--- config.mk ---
export PLATFORM = sky130hd
export DESIGN_NAME = uart_rx
export DESIGN_NICKNAME = d
export VERILOG_FILES = /design/src/rtl/uart_rx.sv
export SDC_FILE = /design/constraint.sdc
export NUM_CORES = 1
export LEC_CHECK = 0
export BUFFER_PORTS_ARGS = -buffer_cell sky130_fd_sc_hd__buf_2
export CAP_MARGIN = 20
export CORE_MARGIN = 4
export CORE_UTILIZATION = 35
export CTS_BUF_LIST = sky130_fd_sc_hd__clkbuf_8
export DETAILED_ROUTE_END_ITERATION = 8
export SYNTH_ARGS = -nofsm -noshare
export SYNTH_HDL_FRONTEND = slang
export SYNTH_SLANG_ARGS = --single-unit
--- constraint.sdc ---
create_clock -name uart_clk_tx -period 1.5 [get_ports uart_clk_tx]
set_input_delay 0.3 -clock uart_clk_tx [delete_from_list [all_inputs] [get_ports uart_clk_tx]]
set_output_delay 0.3 -clock uart_clk_tx [all_outputs]
set_load 0.005 [all_outputs]
--- src/rtl/uart_rx.sv ---
// UART receiver: oversampled serial line in, MSB-first parallel word out.
// The start bit is validated at mid-bit, and a bad stop bit raises a one-cycle framing-error strobe.
module uart_rx #(
   parameter int RXD_BIT_NUM = 8,
   parameter int OVERSAMPLE  = 16,
   parameter bit START_BIT   = 1'b0,
   parameter bit STOP_BIT    = 1'b1
) (
   input  logic                   uart_clk_tx,
   input  logic                   RST_n,
   input  logic                   uart_rx_data,
   output logic [RXD_BIT_NUM-1:0] rx_data,
   output logic                   rx_valid,
   output logic                   rx_frame_err,
   output logic                   rx_busy
);

   localparam int SW = $clog2(OVERSAMPLE);
   localparam int BW = $clog2(RXD_BIT_NUM + 1);
   localparam logic [SW-1:0] MID_CNT  = SW'(OVERSAMPLE / 2 - 1);
   localparam logic [SW-1:0] LAST_CNT = SW'(OVERSAMPLE - 1);
   localparam logic [BW-1:0] LAST_BIT = BW'(RXD_BIT_NUM - 1);

   typedef enum logic [2:0] {IDLE, START, DATA, STOP, WAIT_IDLE} state_t;

   state_t                 state, next_state;
   logic                   sync0, rxs;
   logic [SW-1:0]          sample_cnt;
   logic [BW-1:0]          bit_cnt;
   logic [RXD_BIT_NUM-1:0] shreg;
   logic                   data_sample, valid_set, err_set;

   // The flops come out of reset at the idle level, so a reset never looks like a start edge.
   always_ff @(posedge uart_clk_tx) begin
      if (!RST_n) begin
         sync0 <= 1'b1;
         rxs   <= 1'b1;
      end else begin
         sync0 <= uart_rx_data;
         rxs   <= sync0;
      end
   end

   always_ff @(posedge uart_clk_tx) begin
      if (!RST_n)
         state <= IDLE;
      else
         state <= next_state;
   end

   always_comb begin
      next_state = state;
      case (state)
         IDLE:      if (rxs == START_BIT) next_state = START;
         START:     if (sample_cnt == MID_CNT)
                       next_state = (rxs == START_BIT) ? DATA : IDLE;
         DATA:      if (sample_cnt == LAST_CNT && bit_cnt == LAST_BIT) next_state = STOP;
         STOP:      if (sample_cnt == LAST_CNT)
                       next_state = (rxs == STOP_BIT) ? IDLE : WAIT_IDLE;
         WAIT_IDLE: if (rxs == 1'b1) next_state = IDLE;
         default:   next_state = IDLE;
      endcase
   end

   always_comb begin
      data_sample = 1'b0;
      valid_set   = 1'b0;
      err_set     = 1'b0;
      if (state == DATA && sample_cnt == LAST_CNT)
         data_sample = 1'b1;
      if (state == STOP && sample_cnt == LAST_CNT) begin
         valid_set = (rxs == STOP_BIT);
         err_set   = (rxs != STOP_BIT);
      end
   end

   // The sample counter restarts on every state change, so each phase counts from its own entry edge.
   always_ff @(posedge uart_clk_tx) begin
      if (!RST_n) begin
         sample_cnt   <= '0;
         bit_cnt      <= '0;
         shreg        <= '0;
         rx_data      <= '0;
         rx_valid     <= 1'b0;
         rx_frame_err <= 1'b0;
         rx_busy      <= 1'b0;
      end else begin
         rx_valid     <= valid_set;
         rx_frame_err <= err_set;
         rx_busy      <= (next_state != IDLE);
         if (valid_set)
            rx_data <= shreg;
         if (next_state != state || state == IDLE || state == WAIT_IDLE || sample_cnt == LAST_CNT)
            sample_cnt <= '0;
         else
            sample_cnt <= sample_cnt + 1'b1;
         if (state != DATA)
            bit_cnt <= '0;
         else if (data_sample)
            bit_cnt <= bit_cnt + 1'b1;
         if (data_sample)
            shreg <= {shreg[RXD_BIT_NUM-2:0], rxs};
      end
   end

endmodule

# Word level (Yosys, flattened, before mapping)
# Index checks and enable logic that the tools add are counted.
# word_totals
elab_cells,44
reg_bits,32
input_bits,3
out_inout_bits,11
# op_classes
mux,10
bitwise,2
addsub,2
n_reduce_logical,11
n_eq_ne,9
# ops
op,n
$mux 3,6
$pmux 3 s5,1
$add 4x1->4 const B,2
$eq 4x3->1 const B,2
$eq 3x2->1 const B,2
$eq 4x4->1 const B,1
$reduce_or 2->1,2
$eq 3x1->1 const B,1
$eq 3x3->1 const B,1
$logic_and 1x1->1,3
$logic_not 3->1,1
$logic_or 1x1->1,3
$ne 3x2->1 const B,1
$ne 3x3->1,1
$reduce_bool 3->1,1
$mux 1,2
$mux 2,1
$not 1->1,2
$reduce_and 2->1,1

# Depth between registers and ports, before layout
# Gate-level depths: netlist of run 1.
# logic_depth
depth_word,9
mapped_depth,6
ltp_nobuf,5

# Worst setup path after synthesis of run 1
# No wires, ideal clock.
# synth_timing
kind,reg-to-reg
startpoint,register sample_cnt[0]
endpoint,register rx_busy
slack_ns,0.060
period_less_slack_ns,1.440
t_required_ns,1.385
setup_ns,0.115
stages_incl_launch_ff,7
path_buffers,1
arrival_ns,1.325
path_cell_list,dfxtp_1 ha_1 and3_1 buf_2 o32ai_2 a31o_1 o21a_1
# synth_between
elab_chain_len,5
word_cells_on_any_way,8
classes_between,2 x eq/ne; 4 x mux; 2 x reduce/logical
# synth_lines
item,line_no,text
from (decl),28,logic [SW-1:0] sample_cnt;
from (signal assigned),96,sample_cnt <= sample_cnt + 1'b1;
$eq 4x4->1,"57, 58",
$logic_and 1x1->1,57,DATA: if (sample_cnt == LAST_CNT && bit_cnt == LAST_BIT) next_state = STOP;
$mux 3,57,
$pmux 3 s5 (*),53,case (state)
$reduce_bool 3->1 (*),90,rx_busy <= (next_state != IDLE);
to (signal assigned),90,
to (decl),15,output logic rx_busy
# Every way passes the cells marked *; elsewhere a longest branch is shown, timed or not.
# A chain may end at the register's enable or synchronous reset.

# Worst setup path in the final report of run 1
# layout_timing
startpoint,register sample_cnt[3]
endpoint,register sample_cnt[1]
# layout_between
elab_chain_len,9
word_cells_on_any_way,12
classes_between,3 x eq/ne; 4 x mux; 5 x reduce/logical
# layout_lines
item,line_no,text
$eq 4x4->1,"57, 58, 93",
$logic_and 1x1->1,57,
$mux 3,57,
$pmux 3 s5,53,
$ne 3x3->1,93,if (next_state != state || state == IDLE || state == WAIT_IDLE || sample_cnt == LAST_CNT)
$logic_or 1x1->1 (2 in series),93,
$logic_or 1x1->1 (*),93,
$reduce_or 2->1 (no line) (*),--,
# Marks and branches as above.

==> summary.txt, run 1 <==
Status
  • Status: finished clean

Worst hold path
  • Min-Delay Endpoint: sync0$_SDFF_PN1_
  • Worst hold path type: in2reg
  • Worst hold path stage count: 2
  • Hold_sp: uart_rx_data

Cells and area
  • Layout Nets: between 150 and 200
  • Fill count: around 360
  • Area growth syn-to-layout: 20.9%
  • Most common cell after layout, fill and taps aside: dfxtp_1
  • Ant. Diodes: 0
  • Layout cells sized above 1: 0.261
  • Commonest non-fill, non-tap cells in the layout: 29 x dfxtp_1, 26 x nor2_1, 16 x mux2i_1

Placed design
  • Pre-CTS WS: -0.00551 ns
  • Placer's final routability congestion estimate: 0.799
  • DP HPWL: ~1700 um
  • Port bufs: 13

Global route
  • Remaining Overflow, GRT: 0
  • Vias in the first global route: slightly below 900
  • Initial antenna violation count: 0
  • Gr usage total: 0.104
  • First-pass GRT wire length: between 4000 and 5000 um
  • Pin count of the biggest net entering global routing: 18

Clocking
  • CTS H-tree depth: 2
  • Clock transition at path regs: around 0.06 ns
  • Latest clock arrival within the worst-skew pair: approximately 0.27 ns
  • Clock sinks: 32
  • CTS tree: yes
  • Longest Clk Path Bufs: 2
  • Post-CTS Setup Inserts: 0
  • Inserted Clock Buffers: 5
  • Clk root buf: clkbuf_8

Critical path
  • WS Path Type: reg2reg
  • R2r endpoint: sample_cnt[1]$_SDFF_PP0_
  • Worst path top cell family by delay: simple AND/OR/NAND/NOR gates
  • Worst path buffer plus inverter count: 0
  • Worst r2r src: sample_cnt[3]$_SDFF_PP0_
  • Crit path max-delay cell type: dfxtp_1
  • Critical Path Max Stage Delay: approximately 0.47 ns
  • Worst setup EP type: flop
  • Maximum fanout along the worst path: 6
  • Worst Setup Start Kind: flop
  • R2r setup slk: between 0.08 and 0.09 ns
  • Data required, critical path: approximately 1.7 ns
  • Worst-path cell chain: and4b_1 > o32ai_2 > nor2_2 > nor3b_2
  • R2R cell count: 4
  • Worst path arrival time: 1.61 ns

Yosys
  • Synth Instances: between 100 and 150
  • Syn. warnings: 0
  • Ys async rst share: 0
  • Post-Syn Nets: ~140
  • Post-Syn Area: approximately 0.0013 mm2
  • Yosys reg bits: 32
  • Ys flop type: dfxtp_1
  • Post-synthesis sequential area ratio: 0.484
  • Number of synthesized flops with an enable pin: 0
  • Avg Inst Size Synth: 10.0 um2
  • Distinct cell type count after synthesis: 35

Detailed routing
  • Wire per inst: approximately 11 um
  • Vias: 966
  • Vias/cell: approximately 4.7
  • Antenna viol nets, final: 0
  • First-pass iteration count of the detailed router: 4
  • Residual DRC count: 0
  • Drt initial violations: 29
  • Overall routed net length: about 2300 um

Power
  • P_leak: just over 0.0007 uW
  • PwrDens: 967 mW/mm2
  • Peak VDD IR: between 0.0005 and 0.0006 V
  • Pwr Total: between 1500 and 2000 uW

Floorplan
  • Row Count: 22
  • IO Pins: 14
  • Die Wd: 69.5 um
  • DIE AREA: just under 0.005 mm2
  • Height of the chip: 69.5 um
  • Initial core utilization: 0.362
  • Placeable Area: 0.00366 mm2

Flow run
  • MaxCap Viol Count: 0

Timing
  • Post-layout minimum cycle time: around 1.4 ns
  • Worst setup margin: 0.0848 ns
  • Worst slew pin tran: around 0.45 ns
  • Layout Skew: ~0.0037 ns
  • Fmax: approximately 0.7 GHz
  • Count of final max-slew check failures: 0
  • Fin crit share: 0.943
  • Final-report setup violation count: 0
  • Relative slew slack: 0.701
  • Final Hold Viols: 0
[cell type report]
type                       instances  area (um2)  area share
sequential                        32         644       0.403
clock buffer                       6        82.6      0.0516
timing repair buffer              22         133      0.0829
clock inverter                     2        7.51     0.00469
tap                               48        60.1      0.0375
inverter                           4        15.0     0.00938
multi-input combinational         91         658       0.411
[synth_stat cells (2+ instances only)]
| master | n | area (um2) |
|---|---|---|
| inv_1 | 3 | 11.3 |
| xnor2_1 | 4 | 35.0 |
| and4b_1 | 2 | 20.0 |
| a21oi_1 | 3 | 15.0 |
| clkbuf_1 | 2 | 7.51 |
| or2_1 | 2 | 12.5 |
| nand2_1 | 3 | 11.3 |
| nor2b_1 | 2 | 12.5 |
| ha_1 | 2 | 25.0 |
| mux2i_1 | 16 | 160 |
| o21a_1 | 2 | 15.0 |
| nor2_1 | 26 | 97.6 |
| dfxtp_1 | 32 | 641 |
| nand3_1 | 3 | 15.0 |
| nor3_2 | 4 | 40.0 |
| o21ai_0 | 3 | 15.0 |
| nand2b_1 | 5 | 31.3 |
[state kept, by name, indices dropped and copies added, names as in the netlist]
name	flops
rxs	1
sample_cnt	4
shreg	8
rx_busy	1
state	3
bit_cnt	4
rx_valid	1
rx_data	8
sync0	1
rx_frame_err	1
[worst max path at each step]
stage / from / end / slack, ns / cells after the start
2_1_floorplan: sample_cnt[0]$_SDFF_PP0_ / rx_busy$_SDFF_PN0_ / 0.06 / 6
3_3_place_gp: sample_cnt[0]$_SDFF_PP0_ / shreg[0]$_SDFFE_PN0P_ / 0.02 / 5
3_5_place_dp: sample_cnt[0]$_SDFF_PP0_ / shreg[7]$_SDFFE_PN0P_ / -0.006 / 5
4_1_cts: sample_cnt[1]$_SDFF_PP0_ / rx_data[1]$_SDFFE_PN0P_ / 0.03 / 6
5_1_grt: sample_cnt[3]$_SDFF_PP0_ / rx_data[1]$_SDFFE_PN0P_ / -0.01 / 5
6_report: sample_cnt[3]$_SDFF_PP0_ / sample_cnt[1]$_SDFF_PP0_ / 0.08 / 4
[metal layers]
layer  GRT usage  wire length (um)
met1       0.128              1120
met2       0.154              1050
met4      0.0586                24
met3      0.0435                99
met5           0                 0
[through the flow]
stage | util | cell area [um2] | hold slack, ns | cells | TNS [ns]
finish | 0.437 | 1600 | 0.205 | 205 | 0
global route | 0.437 | 1600 | 0.216 | 205 | -0.0185
floorplan | - | 1320 | 0.373 | 132 | 0
detailed placement | 0.406 | 1490 | 0.403 | 197 | -0.0100
global placement | 0.406 | 1490 | 0.392 | 197 | 0
CTS | 0.431 | 1580 | 0.198 | 205 | 0
[report_power, final]
part | switching, uW | total (uW) | internal (uW)
Combinational | 26.9 | 46.7 | 19.8
Sequential | 4.32 | 861 | 857
Clock | 280 | 640 | 360
[repair_timing]
item,CTS,global route
resized for setup,1,5
cloned,0,0
pin swaps,2,0
hold endpoints to repair,0,0
endpoints found under the setup margin,10,18
hold buffers,0,0
[logic make-up after synthesis]
group | count (synthesis) | share of synthesized area
xor gates and xnor gates | 5 | 0.0331
AOI/OAI and AO/OA | 12 | 0.0624
muxes | 16 | 0.121
adders and majority gates | 2 | 0.0189
DFF | 32 | 0.484
and+or+nand+nor | 56 | 0.246
buffers and inverters | 9 | 0.0350
No activity file was read; power rests on OpenSTA's default activity.
==> run 2: changes to the inputs <==
ABC_AREA = 1   (was unset)
==> run 2 against run 1 <==
  * Clock power is 0.8% higher
  * Total power is 0.54% higher
  * Die area is 0.68% lower
  * Synthesized area is 0.76% lower
  * Critical path type unchanged
  * Largest power group unchanged
==> summary.txt, run 2 <==
Critical path
  • WS Path Type: reg2reg
  • R2R cell count: 8 (+4)
  • Worst setup EP type: flop
  • Maximum fanout along the worst path: 9 (+3)
  • R2r setup slk: 0.12 ns (+0.04 ns)
  • R2r endpoint: bit_cnt[3]$_SDFFE_PP0P_
  • Worst Setup Start Kind: flop
  • Critical Path Max Stage Delay: 0.38 ns (-0.09 ns)
  • Worst-path cell chain: ha_4 > nand2_2 > nor2_4 > nand2_4 > buf_4 > nor2_2 > nand2_1 > a21oi_1
  • Worst path arrival time: 1.59 ns (-0.02 ns)
  • Worst Setup EP: bit_cnt[3]$_SDFFE_PP0P_
  • Data required, critical path: 1.71 ns (about the same)
  • Crit path max-delay cell type: dfxtp_1
  • Worst r2r src: sample_cnt[1]$_SDFF_PP0_
  • Crit path from: sample_cnt[1]$_SDFF_PP0_

Yosys
  • Ranking of synthesized cells by area: dfxtp_1 49%, nor2_1 9.1%, nand2_1 5.7%, a21oi_1 5.0%, nand3_1 5.0%
  • Avg Inst Size Synth: 7.96 um2 (-21%)
  • Post-synth top cells: 32 x dfxtp_1, 32 x nor2_1, 20 x nand2_1
  • Synth Instances: 165 (+25%)
  • Yosys reg bits: 32 (unchanged)
  • Distinct cell type count after synthesis: 26 (-26%)
  • Ys flop type: dfxtp_1
  • Post-synth top area share: 0.488 (+0.00369)
  • Post-synthesis sequential area ratio: 0.488 (+0.00369)
  • Yosys top cell by area: dfxtp_1
  • Syn. warnings: 0 (unchanged)
  • Post-Syn Area: 0.00131 mm2 (-0.76%)
  • Number of synthesized flops with an enable pin: 0 (unchanged)
  • Post-Syn Nets: 170 (+24%)
  • Ys async rst share: 0 (unchanged)

Floorplan
  • Row Count: 21 (-4.5%)
  • Initial core utilization: 0.379 (+0.0172)
  • Height of the chip: 69.3 um (-0.34%)
  • IO Pins: 14 (unchanged)
  • Die Wd: 69.3 um (-0.34%)
  • DIE AREA: 0.00480 mm2 (-0.68%)
  • Placeable Area: 0.00347 mm2 (-5.3%)

Timing
  • Post-layout minimum cycle time: 1.38 ns (-0.0385 ns)
  • Final-report setup violation count: 0 (unchanged)
  • Fmax: 0.726 GHz (+2.8%)
  • Fin crit share: 0.918 (-0.0256)
  • Final Hold Viols: 0 (unchanged)
  • Relative slew slack: 0.808 (+0.107)
  • Layout Skew: 0.00371 ns (-0.0000350 ns)
  • Setup Total Neg Slack: 0 ns (unchanged)
  • Count of final max-slew check failures: 0 (unchanged)
  • Worst slew pin tran: 0.288 ns (-0.158 ns)

Clocking
  • Clock sinks: 32 (unchanged)
  • CTS Hold Buffers Added: 0 (unchanged)
  • Clk root buf: clkbuf_8
  • CTS tree: yes
  • Clock transition at path regs: 0.06 ns (about the same)
  • CTS H-tree depth: 2 (unchanged)
  • Inserted Clock Buffers: 5 (unchanged)
  • Latest clock arrival within the worst-skew pair: 0.28 ns (about the same)
  • Longest Clk Path Bufs: 2 (unchanged)

Cells and area
  • Final instance area: 0.00155 mm2 (-3.0%)
  • Ant. Diodes: 0 (unchanged)
  • Commonest non-fill, non-tap cells in the layout: 31 x nor2_1, 31 x dfxtp_1, 20 x nand2_1
  • Fill count: 347 (-4.7%)
  • Largest regs: rx_data x8, shreg x8
  • Area growth syn-to-layout: 18.1%
  • Layout Nets: 189 (+17%)
  • Layout cells sized above 1: 0.238 (-0.0233)

Status
  • Status: finished clean

Global route
  • Vias in the first global route: 980 (+9.7%)
  • Pin count of the biggest net entering global routing: 13 (-5)
  • First-pass GRT wire length: 4150 um (+3.4%)
  • Remaining Overflow, GRT: 0 (unchanged)
  • Initial antenna violation count: 0 (unchanged)
  • Gr usage total: 0.108 (+0.00337)

Placed design
  • Placer's final routability congestion estimate: 0.907 (+13%)
  • Port bufs: 13 (unchanged)
  • DP HPWL: 1780 um (+7.5%)
  • DP Area: 0.00143 mm2 (-3.7%)

Detailed routing
  • Wire per inst: 10.5 um (-6.3%)
  • First-pass iteration count of the detailed router: 4 (unchanged)
  • Vias: 1080 (+12%)
  • Antenna viol nets, final: 0 (unchanged)
  • Vias/cell: 4.68 (-0.78%)
  • Residual DRC count: 0 (unchanged)
  • Drt initial violations: 70 (+140%)
  • Overall routed net length: 2430 um (+5.6%)

Power
  • Peak VDD IR: 0.000461 V (-22%)
  • P_leak: 0.000661 uW (-8.2%)
  • PwrDens: 1000 mW/mm2 (+3.7%)

Flow run
  • MaxCap Viol Count: 0 (unchanged)

Worst hold path
  • Hold_sp: uart_rx_data
  • Worst hold path type: in2reg
==> run 2: changes by cell type in the layout (fill, tap and decap cells not counted), moves of 7 or more <==
| cell | previous run | this run |
|---|---|---|
| nand2_1 | 3 | 20 |
| mux2i_1 | 16 | 0 |
| a21oi_1 | 3 | 13 |
| nand3_1 | 3 | 13 |
| o21ai_0 | 3 | 11 |
| inv_1 | 5 | 12 |
==> run 2: metal layers <==
layer | up-vias | global-route usage | wire length [um]
met1 | 489 | 0.123 | 1050
met4 | 0 | 0.0651 | 67
met5 | - | 0 | 0
met2 | 16 | 0.175 | 1230
li1 | 568 | - | -
met3 | 7 | 0.0348 | 82
==> run 2: how the worst min path moves through the flow <==
| stage | to | slack (ns) | cells past startpoint |
|---|---|---|---|
| after floorplan | rxs$_SDFF_PN1_ | 0.39 | 1 |
| after global placement | rxs$_SDFF_PN1_ | 0.40 | 1 |
| after detailed placement | rxs$_SDFF_PN1_ | 0.40 | 1 |
| after CTS | sync0$_SDFF_PN1_ | 0.20 | 2 |
| after global routing | sync0$_SDFF_PN1_ | 0.20 | 2 |
| final | sync0$_SDFF_PN1_ | 0.21 | 2 |
==> run 2: area by class of cell <==
type / instances / area (um2) / area share
repair buffers: 17 / 95.1 / 0.0613
well taps: 46 / 57.6 / 0.0371
multi-input cells: 114 / 612 / 0.394
inverters: 14 / 55.1 / 0.0355
flip-flops and latches: 32 / 642 / 0.414
clock buffers: 6 / 82.6 / 0.0532
clock inverters: 2 / 7.51 / 0.00484
==> run 2: report_power, final <==
part / internal [uW] / leakage (uW) / switching (uW) / total, uW
sequential: 857 / 0.000259 / 5.10 / 862
clock: 360 / 0.0000538 / 285 / 645
combinational: 19.3 / 0.000349 / 29.7 / 49.0
==> run 2: what timing repair did <==
| action | CTS | global route |
|---|---|---|
| resized for setup | 1 | 7 |
| setup buffers | 0 | 0 |
| endpoints found under the hold margin | 0 | 0 |
| setup endpoints to repair | 1 | 14 |
==> run 2: stage by stage <==
stage | setup WS, ns | power [uW] | util | hold slack, ns | instances
floorplan | 0.180 | 913 | - | 0.393 | 165
global placement | 0.0609 | 927 | 0.412 | 0.397 | 223
detailed placement | 0.00791 | 929 | 0.412 | 0.402 | 223
CTS | 0.0175 | 1590 | 0.438 | 0.200 | 231
global route | -0.0274 | 1630 | 0.447 | 0.204 | 231
finish | 0.123 | 1560 | 0.447 | 0.211 | 231
==> run 2: kinds of logic after synthesis <==
kind of cell | Yosys count | synth area share
simple gates | 83 | 0.307
xor+xnor | 3 | 0.0200
buf+inv | 19 | 0.0676
compound gates | 26 | 0.0990
fa+ha+maj | 2 | 0.0190
flops | 32 | 0.488
==> run 2: worst max-delay path, delay by kind of cell (launching register included) <==
family / cells / cell delay [ns]
simple gates: 5 / 0.45
compound gates: 1 / 0.12
buf+inv: 1 / 0.17
fa+ha+maj: 1 / 0.19
flops: 1 / 0.38
